## src/rtl/n64_poll_controller_pkg.sv

```systemverilog
// Shared definitions for the N64 poll controller slice.
// Provides the command bytes, line bit timing, FSM state type and a
// saturating increment used by the error counter.
package n64_poll_controller_pkg;

  typedef logic [7:0] cmd_t;

  localparam cmd_t        CMD_STATUS = 8'h00;
  localparam cmd_t        CMD_POLL   = 8'h01;
  localparam int unsigned BIT_CYCLES = 400;

  typedef enum logic [1:0] {
    StIdle,
    StIssue,
    StWrite,
    StRead
  } state_e;

  function automatic logic [7:0] sat_inc8(input logic [7:0] v);
    return (v == 8'hFF) ? v : v + 8'd1;
  endfunction

endpackage

```

## src/rtl/n64_poll_controller_if.sv

```systemverilog
// Bus between the poll controller and the line-level writer/reader pair.
//   wr_en         controller -> writer : one-cycle start pulse
//   wr_cmd        controller -> writer : command byte
//   wr_busy       writer -> controller : writer shifting data
//   wr_begin_read writer -> controller : command and stop bit sent
//   rd_done       reader -> controller : response captured
//   rd_data       reader -> controller : response, right-justified
//   rd_abort      controller -> reader : reset reader after a timeout
interface n64_poll_controller_if;
  import n64_poll_controller_pkg::*;

  logic        wr_en;
  cmd_t        wr_cmd;
  logic        wr_busy;
  logic        wr_begin_read;
  logic        rd_done;
  logic [31:0] rd_data;
  logic        rd_abort;

  modport master (
    output wr_en, wr_cmd, rd_abort,
    input  wr_busy, wr_begin_read, rd_done, rd_data
  );

  modport slave (
    input  wr_en, wr_cmd, rd_abort,
    output wr_busy, wr_begin_read, rd_done, rd_data
  );
endinterface

```

## src/rtl/n64_poll_controller_timer.sv

```systemverilog
// Period and timeout counters for the poll controller.
//   clk, rst_n   clock, async active-low reset
//   enable       periodic operation enabled; low holds the period counter at 0
//   start        transaction start; clears both counters
//   in_txn       a transaction is in flight; the timeout counter runs
//   period_done  period counter sits at POLL_PERIOD-1
//   tmo_expire   timeout counter sits at TIMEOUT-1
module n64_poll_controller_timer #(
  parameter int unsigned POLL_PERIOD = 1666667,
  parameter int unsigned TIMEOUT     = 20000
) (
  input  logic clk,
  input  logic rst_n,
  input  logic enable,
  input  logic start,
  input  logic in_txn,
  output logic period_done,
  output logic tmo_expire
);
  localparam int unsigned PW = $clog2(POLL_PERIOD);
  localparam int unsigned TW = $clog2(TIMEOUT);

  logic [PW-1:0] period_q;
  logic [TW-1:0] tmo_q;

  assign period_done = (period_q == PW'(POLL_PERIOD - 1));
  assign tmo_expire  = (tmo_q == TW'(TIMEOUT - 1));

  // The period counter keeps running during a transaction and saturates, so an
  // overrunning transaction restarts as soon as the FSM is back in idle.
  always_ff @(posedge clk or negedge rst_n) begin
    if (!rst_n) begin
      period_q <= '0;
      tmo_q    <= '0;
    end else begin
      if (!enable || start) begin
        period_q <= '0;
      end else if (!period_done) begin
        period_q <= period_q + PW'(1);
      end

      if (start) begin
        tmo_q <= '0;
      end else if (in_txn && !tmo_expire) begin
        tmo_q <= tmo_q + TW'(1);
      end
    end
  end
endmodule

```

## src/rtl/n64_poll_controller.sv

```systemverilog
// N64 poll controller: probes with STATUS until the device ID matches, then
// polls periodically, latching the button word and tracking presence/errors.
//   clk, rst_n     clock, async active-low reset
//   poll_en        level enable for periodic operation
//   force_poll     pulse; start a transaction now when idle
//   bus            master side of the writer/reader bus
//   buttons        last good POLL response
//   buttons_valid  one-cycle pulse when buttons updates
//   ctrl_present   device answered the last sequence
//   err_count      failed transactions, saturating
//   busy           transaction in flight
module n64_poll_controller
  import n64_poll_controller_pkg::*;
#(
  parameter int unsigned POLL_PERIOD = 1666667,
  parameter int unsigned TIMEOUT     = 20000,
  parameter int unsigned RETRY_MAX   = 3,
  parameter logic [15:0] DEV_ID      = 16'h0500
) (
  input  logic                         clk,
  input  logic                         rst_n,
  input  logic                         poll_en,
  input  logic                         force_poll,
  n64_poll_controller_if.master        bus,
  output logic [31:0]                  buttons,
  output logic                         buttons_valid,
  output logic                         ctrl_present,
  output logic [7:0]                   err_count,
  output logic                         busy
);
  localparam int unsigned RW = $clog2(RETRY_MAX + 1);

  state_e        state_q;
  logic          init_needed_q;
  logic [RW-1:0] retry_q;
  logic          wr_en_q;
  logic          rd_abort_q;
  cmd_t          wr_cmd_q;

  logic start, period_done, tmo_expire;
  logic tmo_fail, id_fail, rsp_ok, fail;

  assign bus.wr_en    = wr_en_q;
  assign bus.wr_cmd   = wr_cmd_q;
  assign bus.rd_abort = rd_abort_q;

  n64_poll_controller_timer #(
    .POLL_PERIOD (POLL_PERIOD),
    .TIMEOUT     (TIMEOUT)
  ) u_timer (
    .clk         (clk),
    .rst_n       (rst_n),
    .enable      (poll_en),
    .start       (start),
    .in_txn      (state_q != StIdle),
    .period_done (period_done),
    .tmo_expire  (tmo_expire)
  );

  // A response arriving on the expiry cycle wins over the timeout.
  always_comb begin
    start    = (state_q == StIdle) && poll_en && (period_done || force_poll);
    tmo_fail = tmo_expire && (((state_q == StWrite) && !bus.wr_begin_read) ||
                              ((state_q == StRead) && !bus.rd_done));
    id_fail  = (state_q == StRead) && bus.rd_done && (wr_cmd_q == CMD_STATUS) &&
               (bus.rd_data[23:8] != DEV_ID);
    rsp_ok   = (state_q == StRead) && bus.rd_done && !id_fail;
    fail     = tmo_fail || id_fail;
  end

  always_ff @(posedge clk or negedge rst_n) begin
    if (!rst_n) begin
      state_q       <= StIdle;
      init_needed_q <= 1'b1;
      retry_q       <= '0;
      wr_en_q       <= 1'b0;
      rd_abort_q    <= 1'b0;
      wr_cmd_q      <= CMD_STATUS;
      buttons       <= '0;
      buttons_valid <= 1'b0;
      ctrl_present  <= 1'b0;
      err_count     <= '0;
      busy          <= 1'b0;
    end else begin
      wr_en_q       <= 1'b0;
      rd_abort_q    <= 1'b0;
      buttons_valid <= 1'b0;

      unique case (state_q)
        StIdle: begin
          if (start) begin
            state_q  <= StIssue;
            wr_en_q  <= 1'b1;
            wr_cmd_q <= init_needed_q ? CMD_STATUS : CMD_POLL;
            busy     <= 1'b1;
          end
        end
        StIssue: state_q <= StWrite;
        StWrite: begin
          if (bus.wr_begin_read) begin
            state_q <= StRead;
          end else if (tmo_fail) begin
            state_q    <= StIdle;
            busy       <= 1'b0;
            rd_abort_q <= 1'b1;
          end
        end
        StRead: begin
          if (bus.rd_done) begin
            state_q <= StIdle;
            busy    <= 1'b0;
            if (wr_cmd_q == CMD_POLL) begin
              buttons       <= bus.rd_data;
              buttons_valid <= 1'b1;
            end
          end else if (tmo_fail) begin
            state_q    <= StIdle;
            busy       <= 1'b0;
            rd_abort_q <= 1'b1;
          end
        end
        default: state_q <= StIdle;
      endcase

      if (rsp_ok) begin
        ctrl_present <= 1'b1;
        retry_q      <= '0;
        if (wr_cmd_q == CMD_STATUS) begin
          init_needed_q <= 1'b0;
        end
      end

      if (fail) begin
        err_count <= sat_inc8(err_count);
        if (retry_q == RW'(RETRY_MAX - 1)) begin
          ctrl_present  <= 1'b0;
          init_needed_q <= 1'b1;
          retry_q       <= '0;
        end else begin
          retry_q <= retry_q + RW'(1);
        end
      end
    end
  end
endmodule

```

## src/flat_wrapper.sv

```systemverilog
// flat-port wrapper written by rule: the top's interface ports become plain ports
module n64_poll_controller_flat import n64_poll_controller_pkg::*;
#(
  parameter int unsigned POLL_PERIOD = 1666667,
  parameter int unsigned TIMEOUT     = 20000,
  parameter int unsigned RETRY_MAX   = 3,
  parameter logic [15:0] DEV_ID      = 16'h0500
)
  (clk, rst_n, poll_en, force_poll, buttons, buttons_valid, ctrl_present, err_count, busy, bus_wr_en, bus_wr_cmd, bus_rd_abort, bus_wr_busy, bus_wr_begin_read, bus_rd_done, bus_rd_data);
  n64_poll_controller_if bus_i ();
  input  logic clk;
  input  logic rst_n;
  input  logic poll_en;
  input  logic force_poll;
  output logic [31:0] buttons;
  output logic buttons_valid;
  output logic ctrl_present;
  output logic [7:0] err_count;
  output logic busy;
  output wire logic [$bits(bus_i.wr_en)-1:0] bus_wr_en;
  output wire logic [$bits(bus_i.wr_cmd)-1:0] bus_wr_cmd;
  output wire logic [$bits(bus_i.rd_abort)-1:0] bus_rd_abort;
  input wire logic [$bits(bus_i.wr_busy)-1:0] bus_wr_busy;
  input wire logic [$bits(bus_i.wr_begin_read)-1:0] bus_wr_begin_read;
  input wire logic [$bits(bus_i.rd_done)-1:0] bus_rd_done;
  input wire logic [$bits(bus_i.rd_data)-1:0] bus_rd_data;
  assign bus_wr_en = bus_i.wr_en;
  assign bus_wr_cmd = bus_i.wr_cmd;
  assign bus_rd_abort = bus_i.rd_abort;
  assign bus_i.wr_busy = bus_wr_busy;
  assign bus_i.wr_begin_read = bus_wr_begin_read;
  assign bus_i.rd_done = bus_rd_done;
  assign bus_i.rd_data = bus_rd_data;
  n64_poll_controller #(.POLL_PERIOD(POLL_PERIOD), .TIMEOUT(TIMEOUT), .RETRY_MAX(RETRY_MAX), .DEV_ID(DEV_ID)) u_core (.clk(clk), .rst_n(rst_n), .poll_en(poll_en), .force_poll(force_poll), .bus(bus_i), .buttons(buttons), .buttons_valid(buttons_valid), .ctrl_present(ctrl_present), .err_count(err_count), .busy(busy));
endmodule
```

## config.mk

```make
export PLATFORM = sky130hd
export DESIGN_NAME = n64_poll_controller_flat
export DESIGN_NICKNAME = d
export VERILOG_FILES = /design/src/rtl/n64_poll_controller_pkg.sv /design/src/rtl/n64_poll_controller_if.sv /design/src/rtl/n64_poll_controller_timer.sv /design/src/rtl/n64_poll_controller.sv /design/src/flat_wrapper.sv
export SDC_FILE = /design/constraint.sdc
export NUM_CORES = 1
export LEC_CHECK = 0
export CAP_MARGIN = 10
export CORE_UTILIZATION = 52
export CTS_BUF_LIST = sky130_fd_sc_hd__clkbuf_2
export DETAILED_ROUTE_END_ITERATION = 10
export GPL_TIMING_DRIVEN = 0
export PLACE_DENSITY = 0.85
export REMOVE_ABC_BUFFERS = 1
export SYNTH_ARGS = -nofsm -noshare
export SYNTH_HDL_FRONTEND = slang
export SYNTH_SLANG_ARGS = --single-unit
```

## constraint.sdc

```tcl
create_clock -name clk -period 2.31 [get_ports clk]
set_input_delay 0.462 -clock clk [delete_from_list [all_inputs] [get_ports clk]]
set_output_delay 0.462 -clock clk [all_outputs]
set_load 0.1 [all_outputs]
```

==> impl_metrics.tcl <==
set metrics [dict create \
    post-place-ws_ns -0.802 \
    die_x_um 91.3 \
    synth-seq-area-share 0.526 \
    rsz0062_at_grt "false" \
    clk_pin_slew_ns 0.25 \
    hold_class "input pin to async pin" \
    period_share 0.966 \
    drt-pass1-iter-count 4 \
    synth-edff-count 0 \
    slew_violations 0 \
    critPathCaptureType "output pin" \
    wirelength_um 8680 \
    synth-main-ff-cell "dfrtp_1" \
    peakVddDrop_uv 1310 \
    crit_chain "dlygate4sd2_1" \
    ys_async_sr_fraction 1.00 \
    final_layout_size_suffix_gt1_frac 0.130 \
    slowest_stage "dlygate4sd2_1" \
    netlist-cell-type-count 56 \
    wl_per_cell_um 13.9 \
    start_util 0.536 \
    overflow 0 \
    required_ns 1.85 \
    io_buffer_count 83 \
    period_needed_ns 2.23 \
    clockRootBuffer "clkbuf_2" \
    via_count 3307 \
    grt_max_degree 67 \
    via_per_inst 5.28 \
    place.gp.congestion 0.838 \
    skew_ns 0.0352 \
    drt-initial-drc-count 164 \
    fill_cells 581 \
    fin_util 0.680 \
    fmax_ghz 0.448 \
    use_met2 0.349 \
    rows 32 \
    tightest_slew_ns 1.00 \
    cp_top_family "buffers and inverters" \
    place_hpwl_um 5910 \
    htree_levels 3 \
    seq_area_um2 2180 \
    coreArea_um2 7730 \
    power_leakage_uw 0.00250 \
    hold_ws_ns 0.316 \
    multi_input_area_um2 1860 \
    grt_pass1_vias 3111 \
    start_kind "register" \
    grtUsageMet1 0.287 \
    die_h_um 91.3 \
    critical_path_arrival_ns 1.77 \
    cts.path.max_buffers 2 \
    maxSlewHeadroom 0.334 \
    top_usage_layer "met2" \
    synth_cells 424 \
    area_growth_pct 26.8 \
    timing.final.ws_setup_ns 0.0778 \
    outcome "complete, no violations" \
    cts_buffers 9 \
    grt.met3_usage 0.0628 \
    design.portCount 92 \
    netlist_area_um2 4150 \
    num_antenna_cells 0 \
    crit_type "register to output pin" \
    cts_tree "done" \
    syn_avg_cell_area_um2 9.78 \
    cp_max_fo 2 \
    setup_viol 0 \
    max_stage_delay_ns 0.86 \
    dieArea_um2 8330 \
    synth_warnings 0 \
    clk_latency_ns 0.53 \
    fin_nets 562 \
    cp.buffers_inverters 1 \
    final-hold-violation-count 0 \
    ys_ff_latch 87 \
    ant_nets 0 \
    maxCapViolCount 0 \
    power_per_cell_area_nw_per_um2 1250 \
    numClockSinks 87 \
    route.detailed.drc 0 \
    grt_util_all_layers 0.221 \
    antenna_found_initial 0 \
    grt_first_pass_wirelength_um 14600 \
]
## worst paths after layout
check,cells past startpoint,slack [ns],startpoint,to
setup reg to reg,6,0.21,u_core.u_timer.tmo_q[0]$_DFFE_PN0P_,u_core.err_count[1]$_DFFE_PN0P_
hold reg to reg,2,0.50,u_core.buttons[7]$_DFFE_PN0P_,u_core.buttons[7]$_DFFE_PN0P_
hold / removal,2,0.32,rst_n,u_core.u_timer.tmo_q[12]$_DFFE_PN0P_
max in group asynchronous,3,1.30,rst_n,u_core.init_needed_q$_DFF_PN1_
min in group clk,3,0.44,bus_rd_data[6],u_core.buttons[6]$_DFFE_PN0P_
setup / recovery,1,0.08,u_core.buttons[11]$_DFFE_PN0P_,buttons[11]
## repair_timing
item / in CTS / in global routing
gates cloned: 1 / 0
resized for setup: 65 / 28
hold endpoints to repair: 21 / 0
setup buffers: 0 / 10
hold buffers: 1 / 0
pin swaps: 0 / 3
setup endpoints to repair: 90 / 81
## kinds of logic (layout without fill, tap and decap cells)
| group | after synthesis | after routing | synth area share |
|---|---|---|---|
| fa+ha+maj | 4 | 4 | 0.0121 |
| buf+inv | 26 | 120 | 0.0344 |
| flops | 87 | 87 | 0.526 |
| mux | 3 | 3 | 0.00785 |
| compound gates | 29 | 29 | 0.0534 |
| other cells | 1 | 7 | 0.000905 |
| simple gates | 239 | 239 | 0.292 |
| xor+xnor | 35 | 35 | 0.0740 |
## area by class of cell
| class | count | area share |
|---|---|---|
| Multi-Input combinational cell | 317 | 0.355 |
| Timing Repair Buffer | 96 | 0.178 |
| Sequential cell | 87 | 0.415 |
| Clock inverter | 5 | 0.0112 |
| Tap cell | 102 | 0.0243 |
| Timing Repair inverter | 1 | 0.00143 |
| Inverter | 7 | 0.00571 |
| Clock buffer | 11 | 0.0105 |
## sequential cells by signal (all words and copies together), names as in the netlist, 2 cells and up
name                     count
u_core.state_q               2
u_core.retry_q               2
u_core.u_timer.tmo_q        15
u_core.buttons              32
u_core.u_timer.period_q     21
u_core.err_count             8
## cells in the final DEF (no fill, tap or decap), types with 3 or more instances in the layout
cell	n
xnor2_1	13
nor4_4	3
clkinvlp_4	3
o21ai_0	5
nor4b_1	3
dlygate4sd2_1	15
nor2_2	10
clkdlybuf4s50_1	36
nand4_1	10
inv_1	6
and2_1	6
clkbuf_2	16
and4_1	4
clkdlybuf4s15_2	7
nand2b_1	4
buf_4	10
clkdlybuf4s15_1	19
nand2_1	120
a21oi_1	3
nor3_1	6
nand3_1	16
dfrtp_1	86
xor2_1	22
and3_1	9
ha_1	4
conb_1	7
nor2_1	33
a21o_1	4
## layer usage
| metal | part of all wire | vias up |
|---|---|---|
| met5 | 0 | - |
| met1 | 0.44 | 1607 |
| met4 | 0.019 | 0 |
| met3 | 0.066 | 16 |
| met2 | 0.48 | 94 |
| li1 | - | 1590 |
## Yosys cell counts, types with 4 or more instances
library cell  count  area (um2)
dfrtp_1          86        2150
a21o_1            4        30.0
nor2_1           33         124
xnor2_1          13         114
and3_1            9        56.3
nand2_1         120         450
nor2_2           10        62.6
nor3_1            6        30.0
nand4_1          10        62.6
xor2_1           22         193
and4_1            4        35.0
and2_1            6        37.5
o21ai_0           5        25.0
inv_1             7        26.3
nand3_1          16        80.1
buf_4             8        60.1
clkbuf_1          7        26.3
ha_1              4        50.1
nand2b_1          4        25.0
## power by group
group	switching, uW	internal (uW)
Sequential	318	1940
Combinational	2790	761
Clock	511	259
## metrics by stage
step | instance area (um2) | std cells | setup TNS [ns] | total power, uW
2_1_floorplan | 4050 | 411 | -19.72 | 5020
3_3_place_gp | 5010 | 596 | -251.90 | 5840
3_5_place_dp | 5050 | 598 | -29.10 | 5920
4_1_cts | 5150 | 616 | 0 | 6510
5_1_grt | 5260 | 626 | 0 | 6880
6_report | 5260 | 626 | 0 | 6580
Power figures use the tool's default switching activity.
